## src/rtl/dab_pattern_analyzer.sv

```systemverilog
// dab_pattern_analyzer: cycle-count demodulator for three-level DAB bridge voltages.
// Measures V1/V2 period and pulse widths plus V1->V2 phase, publishing them with a valid pulse.
module dab_pattern_analyzer #(
    parameter int CNT_W   = 19,
    parameter int TIMEOUT = 500000
) (
    input  logic              clk,
    input  logic              rst,
    input  logic signed [1:0] V1,
    input  logic signed [1:0] V2,
    output logic [CNT_W-1:0]  period1,
    output logic [CNT_W-1:0]  hi1,
    output logic [CNT_W-1:0]  lo1,
    output logic [CNT_W-1:0]  period2,
    output logic [CNT_W-1:0]  hi2,
    output logic [CNT_W-1:0]  lo2,
    output logic [CNT_W-1:0]  phase,
    output logic              valid,
    output logic              locked,
    output logic              timeout
);
    typedef enum logic [1:0] {IDLE, ACQ, TRACK} state_t;
    typedef logic [CNT_W-1:0] cnt_t;
    localparam cnt_t       TO  = cnt_t'(TIMEOUT);
    localparam cnt_t       ONE = cnt_t'(1);
    localparam logic [1:0] POS = 2'b01;
    localparam logic [1:0] NEG = 2'b11;

    state_t     state_q, state_d;
    logic [1:0] v1_q, v1_d, v1_p_q, v2_q, v2_d, v2_p_q, n2_q, n2_d;
    cnt_t       c1_q, c1_d, h1_q, h1_d, l1_q, l1_d;
    cnt_t       c2_q, c2_d, h2_q, h2_d, l2_q, l2_d;
    cnt_t       sp2_q, sp2_d, sh2_q, sh2_d, sl2_q, sl2_d;
    cnt_t       ph_q, ph_d, phs_q, phs_d;
    cnt_t       period1_q, period1_d, hi1_q, hi1_d, lo1_q, lo1_d;
    cnt_t       period2_q, period2_d, hi2_q, hi2_d, lo2_q, lo2_d, phase_q, phase_d;
    logic       cap_q, cap_d, valid_q, valid_d, locked_q, locked_d, timeout_q, timeout_d;
    logic       p1, p2, tmo, act, close;

    function automatic cnt_t inc(input cnt_t x, input logic en);
        return (en && x != '1) ? x + ONE : x;
    endfunction

    always_comb begin
        v1_d  = (V1 == 2'sb10) ? 2'b00 : V1;
        v2_d  = (V2 == 2'sb10) ? 2'b00 : V2;
        p1    = v1_q == POS && v1_p_q != POS;
        p2    = v2_q == POS && v2_p_q != POS;
        tmo   = state_q != IDLE && c1_q >= TO;
        // counters run from the acquiring P1 onwards and are wiped on timeout
        act   = !tmo && (state_q != IDLE || p1);
        c1_d  = !act ? '0 : p1 ? ONE : inc(c1_q, 1'b1);
        h1_d  = !act ? '0 : p1 ? ONE : inc(h1_q, v1_q == POS);
        l1_d  = !act ? '0 : p1 ? '0 : inc(l1_q, v1_q == NEG);
        c2_d  = !act ? '0 : p2 ? ONE : inc(c2_q, 1'b1);
        h2_d  = !act ? '0 : p2 ? ONE : inc(h2_q, v2_q == POS);
        l2_d  = !act ? '0 : p2 ? '0 : inc(l2_q, v2_q == NEG);
        n2_d  = !act ? '0 : (p2 && n2_q != 2'd2) ? n2_q + 2'd1 : n2_q;
        sp2_d = !act ? '0 : (p2 && n2_q != 2'd0) ? c2_q : sp2_q;
        sh2_d = !act ? '0 : (p2 && n2_q != 2'd0) ? h2_q : sh2_q;
        sl2_d = !act ? '0 : (p2 && n2_q != 2'd0) ? l2_q : sl2_q;
        ph_d  = !act ? '0 : p1 ? ONE : inc(ph_q, 1'b1);
        cap_d = act && (p2 || (cap_q && !p1));
        // a P2 coincident with P1 belongs to the new V1 period with phase 0
        phs_d = !act ? '0 : p1 ? '0 : (p2 && !cap_q) ? ph_q : phs_q;
        state_d   = tmo ? IDLE :
                    (p1 && state_q == IDLE) ? ACQ :
                    (p1 && state_q == ACQ) ? TRACK : state_q;
        close     = p1 && !tmo && state_q != IDLE;
        valid_d   = close && state_q == TRACK && cap_q && n2_d == 2'd2;
        locked_d  = state_d == TRACK;
        timeout_d = tmo || (timeout_q && !valid_d);
        period1_d = close ? c1_q : period1_q;
        hi1_d     = close ? h1_q : hi1_q;
        lo1_d     = close ? l1_q : lo1_q;
        period2_d = valid_d ? sp2_d : period2_q;
        hi2_d     = valid_d ? sh2_d : hi2_q;
        lo2_d     = valid_d ? sl2_d : lo2_q;
        phase_d   = valid_d ? phs_q : phase_q;
    end

    always_ff @(posedge clk or negedge rst) begin
        if (!rst) begin
            state_q   <= IDLE;
            v1_q      <= '0;
            v1_p_q    <= '0;
            v2_q      <= '0;
            v2_p_q    <= '0;
            n2_q      <= '0;
            c1_q      <= '0;
            h1_q      <= '0;
            l1_q      <= '0;
            c2_q      <= '0;
            h2_q      <= '0;
            l2_q      <= '0;
            sp2_q     <= '0;
            sh2_q     <= '0;
            sl2_q     <= '0;
            ph_q      <= '0;
            phs_q     <= '0;
            cap_q     <= 1'b0;
            period1_q <= '0;
            hi1_q     <= '0;
            lo1_q     <= '0;
            period2_q <= '0;
            hi2_q     <= '0;
            lo2_q     <= '0;
            phase_q   <= '0;
            valid_q   <= 1'b0;
            locked_q  <= 1'b0;
            timeout_q <= 1'b0;
        end else begin
            state_q   <= state_d;
            v1_q      <= v1_d;
            v1_p_q    <= v1_q;
            v2_q      <= v2_d;
            v2_p_q    <= v2_q;
            n2_q      <= n2_d;
            c1_q      <= c1_d;
            h1_q      <= h1_d;
            l1_q      <= l1_d;
            c2_q      <= c2_d;
            h2_q      <= h2_d;
            l2_q      <= l2_d;
            sp2_q     <= sp2_d;
            sh2_q     <= sh2_d;
            sl2_q     <= sl2_d;
            ph_q      <= ph_d;
            phs_q     <= phs_d;
            cap_q     <= cap_d;
            period1_q <= period1_d;
            hi1_q     <= hi1_d;
            lo1_q     <= lo1_d;
            period2_q <= period2_d;
            hi2_q     <= hi2_d;
            lo2_q     <= lo2_d;
            phase_q   <= phase_d;
            valid_q   <= valid_d;
            locked_q  <= locked_d;
            timeout_q <= timeout_d;
        end
    end

    assign period1 = period1_q;
    assign hi1     = hi1_q;
    assign lo1     = lo1_q;
    assign period2 = period2_q;
    assign hi2     = hi2_q;
    assign lo2     = lo2_q;
    assign phase   = phase_q;
    assign valid   = valid_q;
    assign locked  = locked_q;
    assign timeout = timeout_q;
endmodule

```

## config.mk

```make
export PLATFORM = sky130hd
export DESIGN_NAME = dab_pattern_analyzer
export DESIGN_NICKNAME = d
export VERILOG_FILES = /design/src/rtl/dab_pattern_analyzer.sv
export SDC_FILE = /design/constraint.sdc
export NUM_CORES = 1
export LEC_CHECK = 0
export CORE_UTILIZATION = 30
export CTS_BUF_LIST = sky130_fd_sc_hd__clkbuf_16
export CTS_CLUSTER_SIZE = 8
export DETAILED_ROUTE_END_ITERATION = 8
export GPL_TIMING_DRIVEN = 0
export PLACE_DENSITY = 0.56
export SLEW_MARGIN = 20
export SYNTH_ARGS = -nofsm -noshare
export SYNTH_HDL_FRONTEND = slang
export SYNTH_SLANG_ARGS = --single-unit
```

## constraint.sdc

```tcl
create_clock -name clk -period 4.11 [get_ports clk]
set_clock_uncertainty 0.05 [all_clocks]
set_input_delay 0.822 -clock clk [delete_from_list [all_inputs] [get_ports clk]]
set_output_delay 0.822 -clock clk [all_outputs]
set_load 0.01 [all_outputs]
```

# After elaboration in Yosys (flattened, before gate mapping)
# Cells that the tools add are included.
# word_totals
output_inout_bits	136
reg_bits	358
inputBits	6
elab_cells	133
# op_classes
add_sub_neg	8
n_lt_le_gt_ge	1
reduce_logical	31
n_eq_ne	28
n_mux	37
# op_table
operator	count
19-bit two-way mux	30
19-bit by 1-bit adder with 19-bit output, second input constant	7
19-bit inequality test, second input constant	7
3-bit by 2-bit inequality test with 1-bit output, second input constant	8
1-bit logical AND	21
19-bit >= comparator, second input constant	1
2-bit equality test, second input constant	7
2-bit two-way mux	7
2-bit by 1-bit equality test with 1-bit output, second input constant	3
1-bit logical NOT	4
2-bit by 1-bit inequality test with 1-bit output, second input constant	2
2-bit nonzero test	2
1-bit logical OR	3
2-bit by 1-bit adder with 2-bit output, second input constant	1
2-bit logical NOT	1
2-bit inequality test, second input constant	1

# Depth between registers and ports, before layout
# Gate-level depths: netlist of run 1.
# depth
depth_word	11
mapped_depth	9
ltp_nobuf	6

# Worst setup path after synthesis of run 1
# OpenSTA, ideal clock, no wires.
# synth_timing
kind	reg2reg
from	register c1_q[10]
to	register phase_q[13], in the netlist phase[13]
path_stages_with_launch	8
period_less_slack_ns	2.639
path_buffers	2
path_slack_ns	1.471
setup_ns	0.128
required_time_ns	3.932
arrival_time_ns	2.461
path_cell_list	dfrtp_1 -> or4_1 -> or4_4 -> a21oi_2 -> and4_1 -> buf_2 -> buf_4 -> mux2_1
# synth_between
elab_chain_cells	8
elab_cells_between_ends	11
classes_between	1 x order compare; 1 x eq/ne; 1 x mux; 8 x reduce/logical
# synth_lines
element	line	source
from (decl)	31	cnt_t c1_q, c1_d, h1_q, h1_d, l1_q, l1_d;
from (signal assigned)	90	c1_q <= '0;
from (signal assigned)	119	c1_q <= c1_d;
19-bit >= comparator *	49	tmo = state_q != IDLE && c1_q >= TO;
1-bit logical AND *	49	
1-bit logical NOT *	51, 69	
branches (longest 4 deep; another with 2-bit two-way mux)	n/a	
1-bit logical AND *	70	valid_d = close && state_q == TRACK && cap_q && n2_d == 2'd2;
to (signal assigned)	137	phase_q <= phase_d;
to (decl)	36	cnt_t period2_q, period2_d, hi2_q, hi2_d, lo2_q, lo2_d, phase_q, phase_d;
# Every way passes the cells marked *.
# A chain may end at the register's enable or synchronous reset.

# Final worst setup path of run 1
# layout_timing
from	register c1_q[10]
to	register hi1_q[2], in the netlist hi1[2]
# layout_between
elab_chain_cells	5
# layout_lines
element	line	source
19-bit >= comparator	49	
1-bit logical AND	49	
1-bit logical NOT	69	close = p1 && !tmo && state_q != IDLE;
1-bit logical AND (2 in a row)	69	
to (signal assigned)	132	hi1_q <= hi1_d;
to (decl)	35	cnt_t period1_q, period1_d, hi1_q, hi1_d, lo1_q, lo1_d;
# Every way passes these cells.

==> results of run 1 <==
-- path summary, 6_finish.rpt --
path | to | slack [ns] | startpoint | cells after the start
setup / recovery | hi1[2]$_DFFE_PN0N_ | 0.79 | c1_q[10]$_DFFE_PN0P_ | 6
hold / removal | phase[12]$_DFFE_PN0P_ | 0.05 | rst | 1
setup reg to reg | hi1[2]$_DFFE_PN0N_ | 0.79 | c1_q[10]$_DFFE_PN0P_ | 6
hold reg to reg | phase[13]$_DFFE_PN0P_ | 0.43 | phase[13]$_DFFE_PN0P_ | 1
max in group asynchronous | lo2[5]$_DFFE_PN0P_ | 2.77 | rst | 3
min in group clk | phase[13]$_DFFE_PN0P_ | 0.43 | phase[13]$_DFFE_PN0P_ | 1
-- cells in the final DEF, fill, tap and decap left out, types with 5 or more instances in the layout --
cell type        instances
a31oi_1                 11
nand4_1                 35
or3_1                    5
clkbuf_16               50
and2_1                  12
o21ai_0                 21
dfrtp_1                358
nor2_1                 158
nand2_1                 82
xor2_1                  47
inv_1                   42
mux2_1                   5
o2111ai_1                6
and4_1                  18
mux2i_1                 87
clkbuf_1                47
buf_4                    6
mux2_2                 107
or4_1                    8
xnor2_1                 50
o211ai_1                 6
and3_1                  15
nor4_1                  10
a21oi_1                 91
ha_1                    10
a211oi_1                18
nor3_1                  19
buf_2                   15
nand4b_1                 5
clkdlybuf4s50_1        140
nand3_1                 47
-- layer usage --
layer | vias up | track usage, % | wire length [um]
met4 | 0 | 4.80 | 826
met2 | 272 | 23.5 | 18000
li1 | 5263 | - | -
met5 | - | 0 | 0
met3 | 59 | 4.08 | 2600
met1 | 5561 | 20.4 | 18100
-- kinds of logic (layout without fill, tap and decap cells) --
logic type                 count (synthesis)  count (layout)
and+or+nand+nor                          436             436
buffers and inverters                    113             313
xor gates and xnor gates                  97              97
AOI/OAI and AO/OA                        179             179
adders and majority gates                 10              10
DFF                                      358             358
muxes                                    199             199
-- critical path, stage by stage, from the launching register on --
cell,delay [ns]
dfrtp_1,0.45
or4_1,0.61
or4_4,0.55
a21oi_2,0.41
buf_2,0.38
buf_2,0.35
mux2_2,0.37
-- power by group --
part / internal, uW / switching [uW]
combinational: 509 / 585
clock: 2150 / 1510
sequential: 3790 / 229
total: 6450 / 2320
-- stage by stage --
step / power [uW] / instance area (sq um) / worst slack [ns] / instances / hold slack, ns
floorplan: 4640 / 15800 / 1.47 / 1392 / 0.362
global placement: 5140 / 18000 / -13.68 / 2213 / 0.420
detailed placement: 5180 / 18100 / 0.726 / 2217 / 0.428
CTS: 8910 / 19500 / 0.686 / 2272 / 0.0202
global route: 9170 / 19500 / 0.626 / 2272 / 0.0424
finish: 8770 / 19500 / 0.788 / 2272 / 0.0523
-- synthesized netlist by cell type (all sizes together) (9+ instances only) --
cell type / count / area (sq um)
dfrtp: 358 / 8960
nor2: 158 / 593
mux2: 112 / 1260
a21oi: 92 / 464
mux2i: 87 / 871
nand2: 82 / 308
xnor2: 50 / 438
clkbuf: 47 / 176
nand3: 47 / 235
xor2: 47 / 412
inv: 40 / 150
nand4: 35 / 219
buf: 26 / 161
o21ai: 22 / 110
nor3: 19 / 95.1
a211oi: 18 / 135
and4: 18 / 158
and3: 15 / 93.8
and2: 12 / 75.1
nor4: 12 / 75.1
a31oi: 11 / 68.8
ha: 10 / 125
or4: 9 / 71.3
-- area by class of cell --
class	count	share of cell area (%)
plain buffers	73	1.73
clock buffers	50	6.42
clock inverters	5	0.430
inverters	40	0.770
multi-input cells	921	32.5
flip-flops and latches	358	46.0
well taps	680	4.37
repair buffers	145	7.83
-- sequential cells by signal, indices dropped and copies added, names as in the netlist, 19 cells and up --
register	count
h1_q	19
h2_q	19
sl2_q	19
ph_q	19
sp2_q	19
phs_q	19
lo2	19
hi2	19
period2	19
hi1	19
l1_q	19
c1_q	19
sh2_q	19
phase	19
c2_q	19
period1	19
l2_q	19
lo1	19
==> impl_metrics.tcl, run 1 <==
set metrics [dict create \
    fin_crit_sh_pct 80.8 \
    port_buffers 141 \
    synth_area_sq_mm 0.0158 \
    rows 83 \
    synthAdderAreaFrac_pct 0.794 \
    synth_nets 1408 \
    power_density_mw_per_mm2 450 \
    arrival_ns 3.73 \
    syn_area_per_cell_sq_um 11.3 \
    clk_pin_slew_worst_paths_ns 0.05 \
    max_freq_mhz 301 \
    p_leak_uw 0.00848 \
    synth_seq_cells 358 \
    synth_xor_area_share_pct 5.39 \
    multi_input_area_sq_mm 0.00633 \
    nets 1605 \
    hold_viol 0 \
    drt_first_pass_iters 5 \
    gr-total-overflow 0 \
    hpwl_um 27600 \
    vias 11200 \
    tightest_slew_ns 0.974 \
    drt_iter0_markers 576 \
    status "completed" \
    grt_max_degree 98 \
    synth-compound-area-share_pct 6.83 \
    period_needed_ns 3.32 \
    clk_latency_ns 0.60 \
    ioPinCount 142 \
    cap_violations 0 \
    cts_tree "yes" \
    synth-edff-count 0 \
    die_x_um 231 \
    antenna_cells 0 \
    crit_path_end_kind "flop" \
    postSynthCellCount 1392 \
    die_area_sq_mm 0.0535 \
    synthFlopType "dfrtp_1" \
    h-tree-depth 2 \
    setup_viol 0 \
    yosys.area_share.simple_pct 13.5 \
    ys_seq_area_share_pct 56.8 \
    crit_required_ns 4.52 \
    gp_congestion 0.864 \
    floorplan.initialDensity_pct 30.5 \
    cts-root-buf "clkbuf_16" \
    via_per_inst 4.91 \
    drive_gt1_share_pct 12.4 \
    slew_headroom_pct 34.4 \
    drc 0 \
    criticalPathCategory "reg2reg" \
    ys.warnings.count 0 \
    worstHoldPathType "in2async" \
    cts_made_buffers 50 \
    fillerInstances 5096 \
    ctsResizeCount 0 \
    clock-sinks 358 \
    holdBufCountCts 0 \
    postCtsSetupBuffers 0 \
    regArea_sq_mm 0.00896 \
    async_reset_ff_share_pct 100 \
    area_delta_synth_final_pct 23.6 \
    core_sq_mm 0.0516 \
    synth_top_family_by_area "simple AND/OR/NAND/NOR gates" \
    antenna_left 0 \
    die_y_um 231 \
    ir_drop_uv 285 \
    clockBufferDepth 3 \
    wl_um 39500 \
    rsz0062_at_grt "no" \
    finalMaxSlewViolations 0 \
    final_util_pct 37.8 \
    wl_per_cell_um 17.4 \
    grt_pass1_wl_um 64400 \
    antenna_found_initial 1 \
    yosysUniqueCellTypes 53 \
    synthMuxAreaShare_pct 13.5 \
    cp_max_fo 10 \
    grt_usage_pct 15.1 \
    first_global_vias 11500 \
    crit_path_start_kind "flop" \
    tns_ns 0 \
]
Note: power is estimated with default switching activity, not from simulation.
==> inputs of run 2 (changes only) <==
clock period = 3.4 ns   (was 4.11 ns; I/O delays follow)
==> run 2 against run 1 <==
Via count is essentially flat; critical path depth grew 2; total power grew 21%; hold slack gained 0.38 ns; wire length grew 0.11%; largest power group unchanged.
==> impl_metrics.tcl, run 2 (synthesis gave the netlist of run 1 again) <==
set metrics [dict create \
    status "completed" \
    max_freq_mhz 312 \
    antenna_found_initial 1 \
    h-tree-depth 2 \
    drt_iter0_markers 572 \
    fin_crit_sh_pct 94.3 \
    first_global_vias 11500 \
    clockBufferDepth 3 \
    period_needed_ns 3.21 \
    core_sq_mm 0.0516 \
    ir_drop_uv 345 \
    use_met3_pct 4.08 \
    cts-root-buf "clkbuf_16" \
    antenna_left 0 \
    cp_common_cell "buf_6" \
    nets 1605 \
    arrival_ns 3.65 \
    tightest_slew_ns 1.11 \
    grt_usage_pct 15.1 \
    crit_required_ns 3.84 \
    postCtsSetupBuffers 0 \
    crit_chain "or4_1, or4_4, a21oi_4, and4_1, buf_2, buf_6, buf_6, mux2i_1" \
    grt.busiest_layer "met2" \
    final_cell_mix "358 x dfrtp_1, 158 x nor2_1, 140 x clkdlybuf4s50_1, 107 x mux2_2, 91 x a21oi_1" \
    die_y_um 231 \
    holdCritStartpoint "phase[13]$_DFFE_PN0P_" \
    hold_viol 0 \
    wl_um 39500 \
    p_leak_uw 0.00848 \
    power_density_mw_per_mm2 543 \
    floorplan.initialDensity_pct 30.5 \
    clock-sinks 358 \
    finalInstanceArea_sq_mm 0.0195 \
    tns_ns 0 \
    cp-startpoint "c1_q[11]$_DFFE_PN0P_" \
    setup_viol 0 \
    slowest_stage "or4_1" \
    worstHoldPathType "reg2reg" \
    crit_path_end_kind "flop" \
    gr-total-overflow 0 \
    die_x_um 231 \
    grt_max_degree 98 \
    cp_max_fo 10 \
    cts_tree "yes" \
    rows 83 \
    rr_startpoint "c1_q[11]$_DFFE_PN0P_" \
    cts_made_buffers 50 \
    pre_cts_slack_ns 0.0159 \
    reg2reg_slack_ns 0.19 \
    slew_headroom_pct 25.2 \
    criticalPathCategory "reg2reg" \
    grt_util_met1_pct 20.4 \
    dpl_cell_area_sq_mm 0.0181 \
    wl_per_cell_um 17.4 \
    ioPinCount 142 \
    rsz0062_at_grt "no" \
    via_per_inst 4.91 \
    slowest_delay_ns 0.60 \
    clk_latency_ns 0.60 \
    hpwl_um 27600 \
    antenna_cells 0 \
    finalMaxSlewViolations 0 \
    fin_hold_ws_ns 0.432 \
    clk_pin_slew_worst_paths_ns 0.05 \
    drive_gt1_share_pct 12.4 \
    final_common_cell "dfrtp_1" \
    area_delta_synth_final_pct 23.7 \
    drc 0 \
    fin_ws_ns 0.193 \
    gp_congestion 0.864 \
    cap_violations 0 \
    die_area_sq_mm 0.0535 \
    grtUsageMet2_pct 23.5 \
    vias 11200 \
    grt_pass1_wl_um 64400 \
    drt_first_pass_iters 5 \
    fillerInstances 5098 \
    total_power_uw 10600 \
    port_buffers 141 \
    crit_path_start_kind "flop" \
]
-- run 2: changes by cell type in the layout (fill, tap and decap cells not counted), sizes merged --
cell / before / now
dlygate4sd3: 0 / 1
clkbuf: 97 / 96
-- run 2: critical path: cells and delay by family, from the launching register on --
family / cells / cell delay [ns]
buf+inv: 3 / 0.67
simple gates: 3 / 1.40
mux: 1 / 0.21
flops: 1 / 0.46
compound gates: 1 / 0.30
-- run 2: metrics by stage --
stage | util, % | cells
final | 37.8 | 2272
after global routing | 37.8 | 2272
after CTS | 37.8 | 2273
after detailed placement | 35.2 | 2217
after global placement | 34.9 | 2213
after floorplan | - | 1392
-- run 2: layout make-up --
cell class | instances | area (sq um) | share of cell area (%)
tap | 680 | 851 | 4.36
buffer | 72 | 334 | 1.71
clock inverter | 5 | 83.8 | 0.430
timing repair buffer | 146 | 1540 | 7.88
clock buffer | 50 | 1250 | 6.42
sequential | 358 | 8960 | 45.9
multi-input combinational | 921 | 6340 | 32.5
inverter | 40 | 150 | 0.770
-- run 2: repair_timing --
| item | 4_1_cts | 5_1_grt |
|---|---|---|
| gates resized for setup | 1 | 0 |
| hold buffers | 1 | 0 |
| hold endpoints to repair | 31 | 0 |
| endpoints found under the setup margin | 13 | 10 |
-- run 2: worst paths after layout --
kind,cells after the start,end
min in group asynchronous,2,phase[12]$_DFFE_PN0P_
worst max-delay path,8,lo2[5]$_DFFE_PN0P_
worst min register to register,1,phase[13]$_DFFE_PN0P_
max in group asynchronous,4,lo2[5]$_DFFE_PN0P_
worst max register to register,8,lo2[5]$_DFFE_PN0P_
worst min-delay path,1,phase[13]$_DFFE_PN0P_
-- run 2: where the power goes --
| part | switching [uW] | internal (uW) |
|---|---|---|
| Combinational | 708 | 616 |
| Sequential | 277 | 4580 |
| Clock | 1820 | 2590 |
-- run 2: per-layer routing --
layer	vias to the layer above	wire length [um]
li1	5261	-
met1	5588	18100
met2	249	18000
met3	59	2620
met4	0	828
met5	-	0
==> inputs of run 3 (changes only) <==
CAP_MARGIN = 30   (was not set)
==> run 3 against run 2 <==
Sequential power is essentially flat; clock power is essentially flat; fmax shrank 0.44%; core utilization is the same; cell count is essentially flat; largest power group unchanged; combinational power is essentially flat.
==> impl_metrics.tcl, run 3 (synthesis gave the netlist of run 1 again) <==
set metrics [dict create \
    status "completed" \
    ir_drop_uv 342 \
    crit_path_start_kind "flop" \
    max_freq_mhz 310 \
    fin_ws_ns 0.179 \
    cp-endpoint "phase[15]$_DFFE_PN0P_" \
    hpwl_um 27600 \
    die_y_um 231 \
    area_delta_synth_final_pct 23.7 \
    arrival_ns 3.63 \
    clk_latency_ns 0.59 \
    drc 0 \
    rr_startpoint "c1_q[11]$_DFFE_PN0P_" \
    final_common_cell "dfrtp_1" \
    reg2reg_slack_ns 0.18 \
    reg2regPathDepth 7 \
    fin_hold_ws_ns 0.429 \
    cts_made_buffers 50 \
    fillerInstances 5076 \
    wl_um 39300 \
    clk_pin_slew_worst_paths_ns 0.05 \
    core_sq_mm 0.0516 \
    nets 1606 \
    pre_cts_slack_ns -0.00186 \
    criticalPathCategory "reg2reg" \
    vias 11200 \
    antenna_found_initial 0 \
    power_density_mw_per_mm2 543 \
    drive_gt1_share_pct 12.5 \
    setup_viol 0 \
    cp_max_fo 10 \
    port_buffers 141 \
    fin_crit_sh_pct 94.7 \
    clock-sinks 358 \
    gp_congestion 0.864 \
    total_power_uw 10600 \
    gr-total-overflow 0 \
    rsz0062_at_grt "no" \
    crit_required_ns 3.81 \
    finalMaxSlewViolations 0 \
    via_per_inst 4.92 \
    p_leak_uw 0.00849 \
    antenna_cells 0 \
    hold_viol 0 \
    ioPinCount 142 \
    floorplan.initialDensity_pct 30.5 \
    worstHoldPathType "reg2reg" \
    crit_path_end_kind "flop" \
    cts_tree "yes" \
    period_needed_ns 3.22 \
    tightest_slew_ns 0.896 \
    h-tree-depth 2 \
    drt_iter0_markers 696 \
    die_x_um 231 \
    grt_usage_pct 15.2 \
    final_util_pct 37.8 \
    cap_violations 0 \
    grt_max_degree 98 \
    die_area_sq_mm 0.0535 \
    wl_per_cell_um 17.3 \
    cp-startpoint "c1_q[11]$_DFFE_PN0P_" \
    final_cell_mix "358 x dfrtp_1, 158 x nor2_1, 140 x clkdlybuf4s50_1, 107 x mux2_2, 91 x a21oi_1" \
    r2r-end "phase[15]$_DFFE_PN0P_" \
    rows 83 \
    clockBufferDepth 3 \
    drt_first_pass_iters 5 \
    grt_pass1_wl_um 64700 \
    slew_headroom_pct 39.8 \
    antenna_left 0 \
    cts-root-buf "clkbuf_16" \
    first_global_vias 11500 \
]
-- run 3: changes by cell type in the layout (fill, tap and decap cells not counted), sizes merged --
cell and delta:
buf +1
-- run 3: timing repair --
item                                    in CTS  in global routing
endpoints found under the hold margin       31                  0
hold buffers                                 1                  0
gates resized for setup                      1                  3
endpoints found under the setup margin      19                 12
setup buffers                                0                  0
-- run 3: report_power, final --
group	total, uW	switching, uW	internal, uW
Clock	4400	1810	2590
Sequential	4860	276	4580
Combinational	1320	704	615
-- run 3: metal layers --
metal | GRT usage [%] | wire (um)
met1 | 20.3 | 18000
met3 | 4.26 | 2460
met4 | 4.64 | 800
met2 | 23.8 | 18000
met5 | 0 | 0
-- run 3: worst min-delay path by stage --
| stage | from | end | slack, ns | cells after the start |
|---|---|---|---|---|
| floorplan | rst | c1_q[0]$_DFFE_PN0P_ | 0.33 | 0 |
| global placement | v1_q[0]$_DFF_PN0_ | v1_p_q[0]$_DFF_PN0_ | 0.42 | 0 |
| detailed placement | phase[13]$_DFFE_PN0P_ | phase[13]$_DFFE_PN0P_ | 0.42 | 1 |
| CTS | phase[13]$_DFFE_PN0P_ | phase[13]$_DFFE_PN0P_ | 0.43 | 1 |
| global route | phase[15]$_DFFE_PN0P_ | phase[15]$_DFFE_PN0P_ | 0.47 | 1 |
| finish | phase[13]$_DFFE_PN0P_ | phase[13]$_DFFE_PN0P_ | 0.43 | 1 |
-- run 3: final cells by class --
cell class              count  area, sq um  share of cell area [%]
plain buffers              72          335                    1.72
clock buffers              50         1250                    6.42
clock inverters             5         83.8                   0.430
inverters                  40          150                   0.770
multi-input cells         921         6330                    32.5
flip-flops and latches    358         8960                    45.9
well taps                 680          851                    4.36
repair buffers            147         1540                    7.90
-- run 3: worst max-delay path: stages, from the launching register on --
cell and delay, ns:
dfrtp_1 0.46, or4_1 0.61, or4_4 0.57, a21oi_4 0.30, and4_1 0.23, buf_2 0.24
buf_4 0.28, mux2_1 0.34
-- run 3: stage by stage --
stage                     std cells  TNS (ns)  cell area [sq um]
final                          2273         0              19500
after global routing           2273         0              19500
after CTS                      2274         0              19500
after detailed placement       2218  -0.00186              18200
after global placement         2213  -5089.45              18000
after floorplan                1392         0              15800
